[config.mk]
export PLATFORM = sky130hd
export DESIGN_NAME = kb_ascii_stream
export DESIGN_NICKNAME = d
export VERILOG_FILES = /design/src/rtl/kb_ascii_stream_pkg.sv /design/src/rtl/kb_ascii_stream_fifo.sv /design/src/rtl/kb_ascii_stream.sv
export SDC_FILE = /design/constraint.sdc
export NUM_CORES = 1
export LEC_CHECK = 0
export ABC_AREA = 1
export BUFFER_PORTS_ARGS = -buffer_cell sky130_fd_sc_hd__buf_2
export CAP_MARGIN = 40
export CELL_PAD_IN_SITES_DETAIL_PLACEMENT = 1
export CELL_PAD_IN_SITES_GLOBAL_PLACEMENT = 1
export CORE_MARGIN = 1
export CORE_UTILIZATION = 40
export DETAILED_ROUTE_END_ITERATION = 10
export GPL_TIMING_DRIVEN = 0
export PLACE_DENSITY = 0.72
export SLEW_MARGIN = 20
export SYNTH_ARGS = -nofsm -noshare
export SYNTH_HDL_FRONTEND = slang
export SYNTH_SLANG_ARGS = --single-unit
[constraint.sdc]
create_clock -name clk -period 5.16 [get_ports clk]
set_input_delay 1.032 -clock clk [delete_from_list [all_inputs] [get_ports clk]]
set_output_delay 1.032 -clock clk [all_outputs]
set_load 0.02 [all_outputs]
[src/rtl/kb_ascii_stream_pkg.sv]
// Shared scan-code constants, ASCII constants and decoder state encoding
// for the keyboard-to-UART ASCII stream.
package kb_ascii_stream_pkg;

  localparam logic [7:0] SC_BRK     = 8'hF0;
  localparam logic [7:0] SC_EXT     = 8'hE0;
  localparam logic [7:0] SC_LSHIFT  = 8'h12;
  localparam logic [7:0] SC_RSHIFT  = 8'h59;
  localparam logic [7:0] SC_CAPS    = 8'h58;
  localparam logic [7:0] SC_ENTER   = 8'h5A;
  localparam logic [7:0] SC_KPSLASH = 8'h4A;

  localparam logic [7:0] ASCII_CR    = 8'h0D;
  localparam logic [7:0] ASCII_LF    = 8'h0A;
  localparam logic [7:0] ASCII_UNK   = 8'h2A;
  localparam logic [7:0] ASCII_SLASH = 8'h2F;

  typedef enum logic [2:0] {
    ST_IDLE    = 3'd0,
    ST_EXT     = 3'd1,
    ST_BRK     = 3'd2,
    ST_EXT_BRK = 3'd3,
    ST_LF      = 3'd4
  } kb_state_e;

endpackage

[src/rtl/kb_ascii_stream_fifo.sv]
// Circular character buffer; a push into a full buffer is only accepted
// when a pop frees a slot in the same cycle.
module kb_ascii_stream_fifo #(
  parameter int DATA_W = 8,
  parameter int ADDR_W = 4
) (
  input  logic              clk_i,
  input  logic              rst_i,
  input  logic              wr_i,
  input  logic [DATA_W-1:0] wdata_i,
  input  logic              rd_i,
  output logic [DATA_W-1:0] rdata_o,
  output logic              empty_o,
  output logic              full_o
);

  localparam logic [ADDR_W:0] DEPTH_C = {1'b1, {ADDR_W{1'b0}}};

  logic [DATA_W-1:0] mem_q [(1 << ADDR_W)];
  logic [ADDR_W-1:0] wptr_q, rptr_q;
  logic [ADDR_W:0]   cnt_q;
  logic              wr_en_s, rd_en_s;

  assign empty_o = (cnt_q == '0);
  assign full_o  = (cnt_q == DEPTH_C);
  assign rd_en_s = rd_i & ~empty_o;
  assign wr_en_s = wr_i & (~full_o | rd_en_s);
  assign rdata_o = mem_q[rptr_q];

  always_ff @(posedge clk_i) begin
    if (wr_en_s) begin
      mem_q[wptr_q] <= wdata_i;
    end
  end

  always_ff @(posedge clk_i or posedge rst_i) begin
    if (rst_i) begin
      wptr_q <= '0;
      rptr_q <= '0;
      cnt_q  <= '0;
    end else begin
      if (wr_en_s) wptr_q <= wptr_q + ADDR_W'(1);
      if (rd_en_s) rptr_q <= rptr_q + ADDR_W'(1);
      case ({wr_en_s, rd_en_s})
        2'b10:   cnt_q <= cnt_q + (ADDR_W+1)'(1);
        2'b01:   cnt_q <= cnt_q - (ADDR_W+1)'(1);
        default: cnt_q <= cnt_q;
      endcase
    end
  end

endmodule

[src/rtl/kb_ascii_stream.sv]
// PS/2 scan-byte decoder with shift/caps tracking and ASCII translation,
// feeding a character FIFO that drains into a UART transmitter.
module kb_ascii_stream
  import kb_ascii_stream_pkg::*;
#(
  parameter int FIFO_W       = 4,
  parameter bit DROP_UNKNOWN = 1'b1,
  parameter bit REPEAT_EN    = 1'b1,
  parameter bit CRLF         = 1'b1
) (
  input  logic       clk,
  input  logic       reset,
  input  logic       rx_done_tick,
  input  logic [7:0] rx_data,
  input  logic       tx_full,
  output logic       wr_uart,
  output logic [7:0] w_data,
  output logic       caps_led,
  output logic       ovf
);

  kb_state_e  state_q, state_d;
  logic       tick_q;
  logic [7:0] code_q, last_make_q, last_make_d;
  logic       shift_l_q, shift_l_d, shift_r_q, shift_r_d, caps_q, caps_d, ovf_q;
  logic       push_s, ovf_evt_s, lf_pend_s, empty_s, full_s, shift_s, xlat_vld_s;
  logic [7:0] push_data_s, letter_s, xlat_s;
  logic [15:0] sym_s;

  // Lower-case letter for a make code, 0 when the code is not a letter.
  function automatic logic [7:0] letter_of(input logic [7:0] code);
    case (code)
      8'h1C: letter_of = 8'h61;  8'h32: letter_of = 8'h62;  8'h21: letter_of = 8'h63;
      8'h23: letter_of = 8'h64;  8'h24: letter_of = 8'h65;  8'h2B: letter_of = 8'h66;
      8'h34: letter_of = 8'h67;  8'h33: letter_of = 8'h68;  8'h43: letter_of = 8'h69;
      8'h3B: letter_of = 8'h6A;  8'h42: letter_of = 8'h6B;  8'h4B: letter_of = 8'h6C;
      8'h3A: letter_of = 8'h6D;  8'h31: letter_of = 8'h6E;  8'h44: letter_of = 8'h6F;
      8'h4D: letter_of = 8'h70;  8'h15: letter_of = 8'h71;  8'h2D: letter_of = 8'h72;
      8'h1B: letter_of = 8'h73;  8'h2C: letter_of = 8'h74;  8'h3C: letter_of = 8'h75;
      8'h2A: letter_of = 8'h76;  8'h1D: letter_of = 8'h77;  8'h22: letter_of = 8'h78;
      8'h35: letter_of = 8'h79;  8'h1A: letter_of = 8'h7A;
      default: letter_of = 8'h00;
    endcase
  endfunction

  // {unshifted, shifted} US-layout pair for digits/symbols, 0 when unmapped.
  function automatic logic [15:0] symbol_of(input logic [7:0] code);
    case (code)
      8'h45: symbol_of = {8'h30, 8'h29};  8'h16: symbol_of = {8'h31, 8'h21};
      8'h1E: symbol_of = {8'h32, 8'h40};  8'h26: symbol_of = {8'h33, 8'h23};
      8'h25: symbol_of = {8'h34, 8'h24};  8'h2E: symbol_of = {8'h35, 8'h25};
      8'h36: symbol_of = {8'h36, 8'h5E};  8'h3D: symbol_of = {8'h37, 8'h26};
      8'h3E: symbol_of = {8'h38, 8'h2A};  8'h46: symbol_of = {8'h39, 8'h28};
      8'h0E: symbol_of = {8'h60, 8'h7E};  8'h4E: symbol_of = {8'h2D, 8'h5F};
      8'h55: symbol_of = {8'h3D, 8'h2B};  8'h5D: symbol_of = {8'h5C, 8'h7C};
      8'h54: symbol_of = {8'h5B, 8'h7B};  8'h5B: symbol_of = {8'h5D, 8'h7D};
      8'h4C: symbol_of = {8'h3B, 8'h3A};  8'h52: symbol_of = {8'h27, 8'h22};
      8'h41: symbol_of = {8'h2C, 8'h3C};  8'h49: symbol_of = {8'h2E, 8'h3E};
      8'h4A: symbol_of = {8'h2F, 8'h3F};  8'h29: symbol_of = {8'h20, 8'h20};
      8'h66: symbol_of = {8'h08, 8'h08};  8'h0D: symbol_of = {8'h09, 8'h09};
      default: symbol_of = 16'h0000;
    endcase
  endfunction

  assign shift_s  = shift_l_q | shift_r_q;
  assign letter_s = letter_of(code_q);
  assign sym_s    = symbol_of(code_q);

  // Case-correct translation of the registered scan byte.
  always_comb begin
    xlat_vld_s = 1'b1;
    if (letter_s != 8'h00) begin
      xlat_s = (shift_s ^ caps_q) ? (letter_s - 8'h20) : letter_s;
    end else if (sym_s != 16'h0000) begin
      xlat_s = shift_s ? sym_s[7:0] : sym_s[15:8];
    end else begin
      xlat_s     = ASCII_UNK;
      xlat_vld_s = ~DROP_UNKNOWN;
    end
  end

  // Input byte pipeline and modifier/overflow state.
  always_ff @(posedge clk or posedge reset) begin
    if (reset) begin
      tick_q      <= 1'b0;
      code_q      <= 8'h00;
      shift_l_q   <= 1'b0;
      shift_r_q   <= 1'b0;
      caps_q      <= 1'b0;
      last_make_q <= 8'h00;
      ovf_q       <= 1'b0;
    end else begin
      tick_q      <= rx_done_tick;
      code_q      <= rx_data;
      shift_l_q   <= shift_l_d;
      shift_r_q   <= shift_r_d;
      caps_q      <= caps_d;
      last_make_q <= last_make_d;
      ovf_q       <= ovf_q | ovf_evt_s | (push_s & full_s & ~wr_uart);
    end
  end

  // Decoder state register.
  always_ff @(posedge clk or posedge reset) begin
    if (reset) state_q <= ST_IDLE;
    else       state_q <= state_d;
  end

  assign lf_pend_s = CRLF & push_s & (push_data_s == ASCII_CR);

  // Decoder next-state logic; only a registered tick advances the prefix states.
  always_comb begin
    state_d = state_q;
    case (state_q)
      ST_IDLE: begin
        if (!tick_q)                 state_d = ST_IDLE;
        else if (code_q == SC_EXT)   state_d = ST_EXT;
        else if (code_q == SC_BRK)   state_d = ST_BRK;
        else if (lf_pend_s)          state_d = ST_LF;
        else                         state_d = ST_IDLE;
      end
      ST_EXT: begin
        if (!tick_q)                 state_d = ST_EXT;
        else if (code_q == SC_BRK)   state_d = ST_EXT_BRK;
        else if (lf_pend_s)          state_d = ST_LF;
        else                         state_d = ST_IDLE;
      end
      ST_BRK:     state_d = tick_q ? ST_IDLE : ST_BRK;
      ST_EXT_BRK: state_d = tick_q ? ST_IDLE : ST_EXT_BRK;
      ST_LF:      state_d = ST_IDLE;
      default:    state_d = ST_IDLE;
    endcase
  end

  // Decoder actions: modifier updates and FIFO pushes.
  always_comb begin
    push_s      = 1'b0;
    push_data_s = 8'h00;
    shift_l_d   = shift_l_q;
    shift_r_d   = shift_r_q;
    caps_d      = caps_q;
    last_make_d = last_make_q;
    ovf_evt_s   = 1'b0;
    case (state_q)
      ST_IDLE: begin
        if (tick_q && (code_q != SC_EXT) && (code_q != SC_BRK)) begin
          last_make_d = code_q;
          if (code_q == SC_LSHIFT)      shift_l_d = 1'b1;
          else if (code_q == SC_RSHIFT) shift_r_d = 1'b1;
          else if (code_q == SC_CAPS)   caps_d = (last_make_q != SC_CAPS) ? ~caps_q : caps_q;
          else if (!REPEAT_EN && (code_q == last_make_q)) push_s = 1'b0;
          else if (code_q == SC_ENTER) begin
            push_s      = 1'b1;
            push_data_s = ASCII_CR;
          end else begin
            push_s      = xlat_vld_s;
            push_data_s = xlat_s;
          end
        end else begin
          push_s = 1'b0;
        end
      end
      // Extended makes: only Enter and keypad slash produce output; fake shifts are ignored.
      ST_EXT: begin
        if (tick_q && (code_q == SC_ENTER)) begin
          push_s      = 1'b1;
          push_data_s = ASCII_CR;
        end else if (tick_q && (code_q == SC_KPSLASH)) begin
          push_s      = 1'b1;
          push_data_s = ASCII_SLASH;
        end else begin
          push_s = 1'b0;
        end
      end
      ST_BRK: begin
        if (tick_q) begin
          if (code_q == SC_LSHIFT)      shift_l_d = 1'b0;
          else if (code_q == SC_RSHIFT) shift_r_d = 1'b0;
          else                          shift_l_d = shift_l_q;
          if (code_q == last_make_q)    last_make_d = 8'h00;
          else                          last_make_d = last_make_q;
        end else begin
          last_make_d = last_make_q;
        end
      end
      ST_EXT_BRK: push_s = 1'b0;
      ST_LF: begin
        push_s      = 1'b1;
        push_data_s = ASCII_LF;
        ovf_evt_s   = tick_q;
      end
      default: push_s = 1'b0;
    endcase
  end

  kb_ascii_stream_fifo #(
    .DATA_W (8),
    .ADDR_W (FIFO_W)
  ) u_fifo (
    .clk_i   (clk),
    .rst_i   (reset),
    .wr_i    (push_s),
    .wdata_i (push_data_s),
    .rd_i    (wr_uart),
    .rdata_o (w_data),
    .empty_o (empty_s),
    .full_o  (full_s)
  );

  assign wr_uart  = ~empty_s & ~tx_full;
  assign caps_led = caps_q;
  assign ovf      = ovf_q;

endmodule

## Word level (Yosys, flattened, before mapping)

Memories as Yosys holds them, arrays and structs flattened.
Cells that the tools add are included.

- Word-level logic and storage cells: 154
- Output and inout port bits: 11
- RAM bits: 128
- Bits in registers: 37
- ROM bits: 896
- Bits of input ports: 12
- Memories: 2

- Multiplexer cells: 53
- Reduce and logical (&&, ||, !) cells: 14
- Add/sub/neg operators: 5
- Bitwise gates (word level): 18
- Equality and inequality tests: 51

Memories:

| memory | words | bits a word | rd ports | clocked after Yosys merged registers in | write ports | RTL line | source |
|---|---|---|---|---|---|---|---|
| (no name shown) | 128 | 7 | 1 | 0 | 0 | kb_ascii_stream.sv:32 | `case (code)` |
| u_fifo.mem_q | 16 | 8 | 1 | 0 | 1 | kb_ascii_stream_fifo.sv:19 | `logic [DATA_W-1:0] mem_q [(1 << ADDR_W)];` |

Operator list:

| operator | number |
|---|---|
| 15-bit case mux with 24 select lines | 1 |
| 8-bit by 7-bit == test with 1-bit output (second input constant) | 16 |
| 8-bit two-way mux | 13 |
| 8-bit by 6-bit == test with 1-bit output (second input constant) | 7 |
| 8-bit by 4-bit == test with 1-bit output (second input constant) | 3 |
| 8-bit by 5-bit == test with 1-bit output (second input constant) | 3 |
| 8-bit case mux with 3 select lines | 1 |
| 1-bit two-way mux | 22 |
| 3-bit two-way mux | 6 |
| 2-bit != test (second input constant) | 9 |
| 8-bit == test (second input constant) | 2 |
| 8-bit != test (second input constant) | 2 |
| 8-bit case mux with 2 select lines | 1 |
| 16-bit nonzero test | 1 |
| 6-bit two-way mux | 2 |
| 3-bit case mux with 4 select lines | 1 |
| 5-bit case mux with 2 select lines | 1 |
| 4-bit by 1-bit adder with 4-bit output (second input constant) | 2 |
| 8-bit == test | 1 |
| 8-bit by 7-bit != test with 1-bit output (second input constant) | 1 |
| 8-bit nonzero test | 1 |
| 8-bit by 6-bit subtractor with 8-bit output (second input constant) | 1 |
| 1-bit inverter | 7 |
| 7-bit AND reduction | 1 |
| 21 further kinds | 36 |

## Longest topological paths before layout

Gate-level depths: netlist of run 1.

- Word-level depth: 18
- Mapped depth: 25
- Gate-level depth less buffers: 25

## By module

A second synthesis of run 1 with hierarchy kept.

- Cell total of the unflattened synthesis: 925
- Area total of the unflattened synthesis: 8479.4 um2

Modules (own cells, without submodules):

| module | cells each | instances | sequential area each (um2) | area an instance (um2) |
|---|---|---|---|---|
| kb_ascii_stream_fifo | 480 | 1 | 4169.0 | 5921.9 |
| kb_ascii_stream | 445 | 1 | 600.6 | 2557.5 |

## Worst setup path after synthesis of run 1

OpenSTA, ideal clock, no wires.

- Path kind: register -> register
- From: register code_q[1]
- To: register u_fifo.cnt_q[4]
- Arrival: 3.252 ns
- Setup time: 0.079 ns
- Clock period less this slack: 3.331 ns
- Stages on the path, launching flop included: 25
- Buffers on the path: 0
- Slack: 1.829 ns
- Data required time: 5.081 ns
- Cells stage by stage: dfrtp_1 -> inv_1 -> ha_1 -> nand2_1 -> nand2_1 -> nand3_1 -> nand2_1 -> nand2_1 -> nor2_1 -> nor2_1 -> nand3_1 -> nor2_4 -> nand3_2 -> nand2_1 -> nand2_2 -> nand2_4 -> ha_1 -> inv_1 -> fa_1 -> nor2_1 -> a211oi_1 -> nand2_1 -> nand2_1 -> nor2_1 -> xor2_1

- Longest elaborated chain between the ends: 14
- Elaborated cells on any way between the ends: 54
- Those cells by class: eq/ne (32); mux (13); bitwise (1); reduce/logical (7); memory (1)

Ends and longest elaborated chain:

| item | RTL line | source |
|---|---|---|
| start, declared | kb_ascii_stream.sv:24 | `logic [7:0] code_q, last_make_q, last_make_d;` |
| start signal, assigned | kb_ascii_stream.sv:94 | `code_q <= rx_data;` |
| parallel branches: the longest is 10 deep, another holds memory 128 x 7 bit | n/a |  |
| 1-bit case mux with 3 select lines * | kb_ascii_stream.sv:144 | `case (state_q)` |
| 1-bit bitwise AND * | kb_ascii_stream_fifo.sv:27 | `assign wr_en_s = wr_i & (~full_o \| rd_en_s);` |
| 2-bit by 1-bit == test with 1-bit output or 2-bit == test (tied branches) | kb_ascii_stream_fifo.sv:44 | `case ({wr_en_s, rd_en_s})` |
| 5-bit case mux with 2 select lines or 2-bit nonzero test (tied branches) | n/a |  |
| end signal, assigned | kb_ascii_stream_fifo.sv:45 | `2'b10: cnt_q <= cnt_q + (ADDR_W+1)'(1);` |
| end signal, assigned | kb_ascii_stream_fifo.sv:46 | `2'b01: cnt_q <= cnt_q - (ADDR_W+1)'(1);` |
| end signal, assigned | kb_ascii_stream_fifo.sv:47 | `default: cnt_q <= cnt_q;` |
| end, declared | kb_ascii_stream_fifo.sv:21 | `logic [ADDR_W:0] cnt_q;` |

Mark *: on every way between the ends.
A chain may end at the register's enable or synchronous reset.

## Worst setup path after layout of run 1

Ends and elaborated chain as after synthesis.

==> results list, run 1 <==
* Global-route wire length before repair: between 30000 and 40000 um
* FF-to-FF Start: code_q[1]
- In this run, post-CTS repair resized a total of 0 instances.
- Gate power share: 0.348
- Sorting the synthesized cells by area gives the leading types as edfxtp_1 45%, dfrtp_1 11%, nand2_1 6.0%.
- Hold/Removal Path Class: flip-flop to flip-flop
* Critical hold path startpoint: ovf
- After synthesis, the share of cell area in mux cells is 0.0386.
- Rel. slew slack: 0.423
- For this design the ratio of total power to cell area is 461 nW/um2.
- Synth Flop Type: edfxtp_1
* Share of the cycle needed by the critical path after routing: 0.840
* XOR/XNOR share of the synthesized area: 0.0163
* Share of total power in sequential cells: 0.366
* Via count: roughly 6600
- Most frequent cells after synthesis: 138 x nand2_1, 128 x edfxtp_1, 100 x inv_1
- The number of global-route vias before repair came to 6890.
- Internal power comes to 0.00270 W.
- Final core utilization: 0.463
* Die ar.: 22100 um2
- Count of final hold-check violations: 0
- Biggest fanout along the worst timing path: 7
* Aggregate negative setup slack: 0 ns
* Count of input and output buffers: 22
- Post-CTS Hold Buffers: 0
- Clock tree synthesis found a total of between 150 and 200 sinks.
* Routed len/inst: just over 20 um
* Critical path cell sequence: inv_1 -> ha_1 -> nand2_1 -> nand2_1 -> nand3_1 -> nand2_1 -> nand2_1 -> nor2_1 -> nor2_1 -> nand3_1 -> nor2_4 -> nand3_2 -> nand2_1 -> nand2_2 -> nand2_4 -> ha_1 -> inv_1 -> fa_1 -> nor2_1 -> a211oi_1 -> nand2_1 -> nand2_1 -> nor2_1 -> xor2_1
- The number of max-slew violations in the final report came to 0.
- The worst-case IR drop observed on VDD is 265 uV.
- Ratio of cells with drive above 1 in the final layout: 0.133
- Number of inserted diodes: 0
- Of the total synthesized cell area, the portion taken by full adders, half adders and majority gates is 0.0285.
- Relative to the synthesized area, the layout overhead comes to 13.2%.
* Static Leakage: around 4.1 nW
- Setup repair after global routing left no endpoint under its margin.
- STA classifies the critical path startpoint as a flip-flop.
- Post CTS Setup Buffer Count: 0
* First-pass iteration count of the detailed router: 5
- Number of cells on the worst reg-to-reg path: 24
- Data required, critical path: about 5.5 ns
- Max-capacitance violation count: 0
* Total global routing track utilization: 0.241
- Min Clock Period, post-route: between 4 and 5 ns
* Critical Setup Path Class: flip-flop to flip-flop
- Detail-routed via count per cell: 5.44
* Clock root buffer: clkbuf_16
* Cell mode on critical path: nand2_1
* Core Rows: 53
- Syn Nets: 917
* Gate count after technology mapping: 886
- Highest-delay cell along the critical path: dfrtp_1
- TritonCTS built the clock tree.
- For this run, design rule violations remaining after detail routing come to 0.
- Of the total synthesized cell area, the portion taken by AND, OR, NAND and NOR gates is 0.182.
- The congestion estimate from routability-driven global placement came to ~0.9.
- Count of yosys warnings during synthesis: 0
* TritonCTS Buffers: 17
- Largest net degree at the start of global routing: 28
* Switching pwr: between 0.0015 and 0.002 W
* Worst-path clk slew: roughly 0.070 ns
- Post-Syn Area: about 8600 um2
- For this run, the register share of the synthesized area comes to 0.555.
* Post-detail-place hpwl: between 15000 and 20000 um
- The H-tree was split into 4 levels.
* Overall power consumption: 0.00448 W
- Leading area contributor after synthesis: edfxtp_1
- In the final design database the tool counted 964 nets.
- Number of antenna-violating nets in the routed design: 0
- Dividing the synthesized area by the synthesized cell count gives roughly 9.7 um2.
- Yosys mapped the design onto 44 distinct sky130hd cell types.
- The detailed router finished its first iteration with between 500 and 600 violations.
* Die Wd: about 150 um
- Tracing the worst setup path back leads to its startpoint at code_q[1].
- Fraction of power consumed by the clock network: 0.286
* Antenna violations before repair: 0
- Clock latency of the later-clocked register in the worst-skew pair: ~0.44 ns
- The initial utilization of the core area, before any placement, comes to 0.409.
- For this run, the slowest stage of the critical path takes around 0.55 ns.
- For the pin with the worst max-slew slack, the measured transition is between 0.8 and 0.9 ns.
* Placeable core region: ~21000 um2
- Switching power share of the total: 0.398
- Wire length after detailed routing: between 20000 and 25000 um
- After synthesis, the share of flip-flops with an asynchronous set or reset is 0.224.
- Die Ht: around 150 um
- Final worst clock skew: ~0.012 ns
- Of the post-synthesis cell area, the dominant cell type holds 0.447.
* Final setup fails: 0
* Outcome: complete, no violations
* Largest family of logic cells by synthesized area: simple AND/OR/NAND/NOR gates
* Worst Setup End Kind: flip-flop
- Achievable frequency: 0.231 GHz
- Number of enable-type register cells in the synthesized netlist: about 130
* I/O Pins: 23
* Synthesized flop and latch total: 165
* Post-synthesis compound-gate area fraction: 0.111
- Cell depth of the worst min-delay path: 2
- Aggregate global routing overflow: 0
- The clock passes through at most 2 buffers.
- The most common cell in the synthesized netlist is nand2_1.
* Arrival time of the worst setup path: about 4.7 ns
## final timing paths
kind / end / slack, ns
min: ovf / 0.49
max in group asynchronous: u_fifo.wptr_q[3] / 4.20
min reg2reg: ovf / 0.49
min in group asynchronous: u_fifo.rptr_q[0] / 0.52
max: u_fifo.cnt_q[4] / 0.83
max reg2reg: u_fifo.cnt_q[4] / 0.83
## sequential cells by signal (all words and copies together) (netlist names), 3 cells and up
name	count
u_fifo.rptr_q	4
code_q	8
u_fifo.cnt_q	5
u_fifo.mem_q	128
state_q	3
u_fifo.wptr_q	4
last_make_q	8
## worst max-delay path, delay by kind of cell (launching register included)
kind	cells	cell delay, ns
fa+ha+maj	3	1.09
compound gates	1	0.08
buf+inv	2	0.34
simple gates	17	2.00
flops	1	0.55
xor+xnor	1	0.16
## placed cells by master, fill, tap and decap left out, types with 3 or more instances in the layout
master     count
a21oi_1       48
buf_2         24
buf_4          5
buf_6          5
clkbuf_1      21
clkbuf_16     17
clkinv_8       5
dfrtp_1       37
edfxtp_1     128
ha_1          18
inv_1         99
inv_2         13
inv_8          6
mux2i_1       32
nand2_1      138
nand2_2       13
nand3_1       61
nand3_2        6
nand4_1        9
nor2_1        86
nor2_2         8
nor2_4         6
nor3_1        10
nor4_1         4
o211ai_1      34
o21ai_0       60
o22ai_1        3
o31ai_1        4
xor2_1        14
## power by group through the flow
stage                     Sequential (W)  Clock, W  Combinational (W)
after floorplan                  0.00164         0            0.00102
after global placement           0.00166         0            0.00148
after detailed placement         0.00167         0            0.00152
after CTS                        0.00164   0.00129            0.00154
after global routing             0.00165   0.00133            0.00171
final                            0.00164   0.00128            0.00156
## kinds of logic (layout without fill, tap and decap cells)
logic type / count (synthesis) / count (layout)
compound gates: 163 / 163
flops: 165 / 165
buf+inv: 146 / 206
simple gates: 344 / 344
fa+ha+maj: 19 / 19
xor+xnor: 16 / 16
mux: 33 / 33
## final cells by class
class | count | area, um2
buffer | 30 | 149
clock buffer | 17 | 425
clock inverter | 15 | 179
fill | 2395 | 11300
inverter | 116 | 440
multi-input combinational | 575 | 3240
sequential | 165 | 4770
tap | 275 | 344
timing repair buffer | 28 | 183
## layer usage
layer  up-vias  part of all wire  track usage
met4         0             0.018       0.0711
met5         -                 0            0
met3        32             0.043       0.0445
li1       3141                 -            -
met1      3304              0.46        0.325
met2       160              0.48        0.394
## metrics by stage
stage	hold slack [ns]	instances	area (um2)	setup slack, ns
5_1_grt	0.531	1221	9730	0.390
6_report	0.494	1221	9730	0.827
4_1_cts	0.508	1216	9680	0.782
2_1_floorplan	0.464	886	8590	1.83
3_3_place_gp	0.488	1183	9050	0.955
3_5_place_dp	0.490	1184	9070	0.812
Note: power is estimated with default switching activity, not from simulation.
==> run 2: changes to the inputs <==
--- a/config.mk
+++ b/config.mk
@@ -14,7 +14,7 @@
 export CORE_UTILIZATION = 40
 export DETAILED_ROUTE_END_ITERATION = 10
 export GPL_TIMING_DRIVEN = 0
-export PLACE_DENSITY = 0.72
+export PLACE_DENSITY = 0.74
 export SLEW_MARGIN = 20
 export SYNTH_ARGS = -nofsm -noshare
 export SYNTH_HDL_FRONTEND = slang
==> constraint.sdc (replaced) <==
create_clock -name clk -period 3.7 [get_ports clk]
set_input_delay 0.74 -clock clk [delete_from_list [all_inputs] [get_ports clk]]
set_output_delay 0.74 -clock clk [all_outputs]
set_load 0.02 [all_outputs]
==> run 2 against run 1 <==
  * Die area did not move
  * Cell count rose by 0.90%
  * Clock skew barely moved
  * Wire length rose by 0.11%
  * Core utilization rose by 0.98 points
  * Cell area rose by 2.1%
  * Global-route usage fell by 0.72 points
  * Flip-flop and latch count did not move
  * Clock-buffer cell count rose by 1
  * Combinational power rose by 43%
==> results list, run 2 (synthesized netlist as in run 1, its figures left out) <==
- The number of max-slew violations in the final report is 0.
- Pin placement for this block handled 23 I/O pins.
- Core Rows: 53
- The number of antenna violations at the first check in global routing came to 0.
* Via count of the first global-routing pass: approximately 6700
* Number of cells on the worst reg-to-reg path: 19
- Setup repair after global routing missed its margin: no
- Number of inserted diodes: 0
- Setup violations remaining at the end of the flow were counted as 0.
- The kind of cell with the highest combined delay along the critical path is buffers and inverters.
- Routability-driven placement finished with a final weighted congestion of 0.875.
- The worst path needs between 3 and 4 ns of the cycle, external delays included.
* Worst setup SP type: flip-flop
- Summed over all cells, the static leakage comes to about 4.2 nW.
- Setup slack on the worst reg-to-reg path comes out at roughly 0.26 ns.
- Number of flip-flops in the largest register: roughly 130
- Measured against its own limit, the worst slew margin works out to 0.443.
- Cell Area, Placed: around 9000 um2
- In the routed design, unresolved DRC markers number 0.
* Final layout net count: between 900 and 1000
* Count of final hold-check violations: 0
- The startpoint identified for the worst register-to-register timing path is code_q[1].
- Using the TritonRoute via totals, the vias-per-cell ratio works out to 5.45.
- The die covers around 22000 um2.
- OpenSTA, run right after detailed placement, puts the worst setup slack at -0.490 ns.
- Count of input and output buffers: 22
- For this design the ratio of total power to cell area is ~630 nW/um2.
* Endpoint of the lowest-slack register-to-register path: u_fifo.mem_q[8][1]
- The floorplan step defined a core boundary enclosing 21000 um2.
- The die is roughly 150 um tall.
- For this configuration, the core starts out at a cell density of 0.409.
- Global-route wire length before repair: 38700 um
- In this run the remaining antenna-violating nets after routing total 0.
- The clock arrives with ~0.011 ns of skew.
- The library cell used most frequently in the layout, excluding fill and tap cells, is nand2_1.
- The worst setup path is captured at an output pin.
- First-pass iteration count of the detailed router: 5
- At the worst endpoint, the required time is ~3.0 ns.
- Final worst slack: 0.165 ns
- For this block, the routed nets add up to ~25000 um of wire.
- Critical Setup Path Class: flip-flop to output pin
- Of all nets on the critical path, the largest fanout is 10.
- Sinks on the clock net: ~170
* Number of DRC markers after the initial detailed-route iteration: slightly below 400
- Of the cells placed in the final design, the portion with a size suffix greater than 1 is 0.172.
- In this design, the stage delay of the slowest critical-path cell is ~0.57 ns.
* CTS H-tree depth: 4
* Arrival time of the worst setup path: 2.80 ns
- Clock tree from TritonCTS: built
- Total global routing track utilization: 0.234
- For this block, the via count after detailed routing is roughly 6700.
- Worst-margin pin slew: ~0.83 ns
- Counting flops per register, the top entry is u_fifo.mem_q.
* Post-layout instance area: 9930 um2
- In this run the deepest clock path goes through 2 buffers.
- TritonCTS created 17 clock buffers.
* Largest net degree at the start of global routing: 28
- Among all stages on the critical path, the largest delay is contributed by clkbuf_1.
* Outcome: complete, no violations
- Max-capacitance violation count: 0
- The total overflow left after global routing is 0.
* Worst-path clk slew: 0.07 ns
- Die Wd: between 100 and 150 um
- Area overhead of the layout relative to synthesis: 15.6%
- Worst ir drop on vdd: between 300 and 400 uV
* Worst hold-check slack: 0.244 ns
* Commonest non-fill, non-tap cells in the layout: 136 x nand2_1, 128 x edfxtp_1, 98 x inv_1, 74 x nor2_1, 60 x o21ai_0
- Buffers plus inverters on the worst setup path: 3
* Routed len/inst: between 20 and 25 um
- Biggest registers after layout: u_fifo.mem_q x128, code_q x8, last_make_q x8
* Critical path cell sequence: clkbuf_1 -> clkbuf_1 -> a21oi_1 -> o21ai_0 -> o21ai_0 -> o211ai_1 -> nand2_1 -> buf_2
* Achievable frequency: around 0.28 GHz
* Clock root buffer: clkbuf_16
- Hold/Removal Path Class: input port to asynchronous set/reset pin
* Post-detail-place hpwl: 18000 um
- Share of the cycle needed by the critical path after routing: 0.955
* Clock latency of the later-clocked register in the worst-skew pair: between 0.4 and 0.5 ns
run 2: cell count changes in the layout (fill, tap and decap cells not counted), sizes merged:
cell      change
clkinv        -2
clkbuf        +1
bufinv        +1
buf          +11
inv           -1
clkinvlp      +1
run 2: power breakdown:
group | switching, W | total, W | internal (W)
clock network | 0.000792 | 0.00175 | 0.000961
registers | 0.000114 | 0.00229 | 0.00217
logic | 0.00153 | 0.00223 | 0.000702
total | 0.00244 | 0.00627 | 0.00384
run 2: through the flow:
stage | TNS (ns) | instances | total power [W] | util
2_1_floorplan | 0 | 886 | 0.00371 | -
3_3_place_gp | -4.52 | 1183 | 0.00437 | 0.430
3_5_place_dp | -8.76 | 1184 | 0.00444 | 0.432
4_1_cts | -0.0477 | 1218 | 0.00621 | 0.461
5_1_grt | 0 | 1232 | 0.00654 | 0.473
6_report | 0 | 1232 | 0.00627 | 0.473
run 2: routing by layer:
metal  wire length [um]  global-route usage  share of wire
met1              11400               0.322           0.46
met5                  0                   0              0
met2              12000               0.380           0.48
met3               1020              0.0328          0.041
met4                558              0.0758          0.022
run 2: cell type report:
type | count | area (um2)
fill | 2362 | 11100
timing repair buffer | 39 | 258
clock inverter | 14 | 160
multi-input combinational | 575 | 3370
inverter | 116 | 444
tap | 275 | 344
sequential | 165 | 4770
buffer | 30 | 153
clock buffer | 18 | 429
run 2: what timing repair did:
item / 4_1_cts / 5_1_grt
pin swaps: 0 / 7
buffers inserted: 2 / 10
resized for setup: 9 / 31
setup endpoints to repair: 139 / 127
hold buffers: 0 / 0
run 2: worst max path at each step:
| stage | cells past startpoint | to | slack, ns | start |
|---|---|---|---|---|
| after floorplan | 24 | u_fifo.cnt_q[4] | 0.37 | code_q[1] |
| after global placement | 22 | u_fifo.cnt_q[4] | -0.44 | code_q[1] |
| after detailed placement | 24 | u_fifo.cnt_q[4] | -0.49 | code_q[1] |
| after CTS | 24 | u_fifo.cnt_q[4] | -0.05 | code_q[1] |
| after global routing | 24 | u_fifo.cnt_q[4] | 0.02 | code_q[1] |
| final | 8 | w_data[2] | 0.16 | u_fifo.rptr_q[0] |
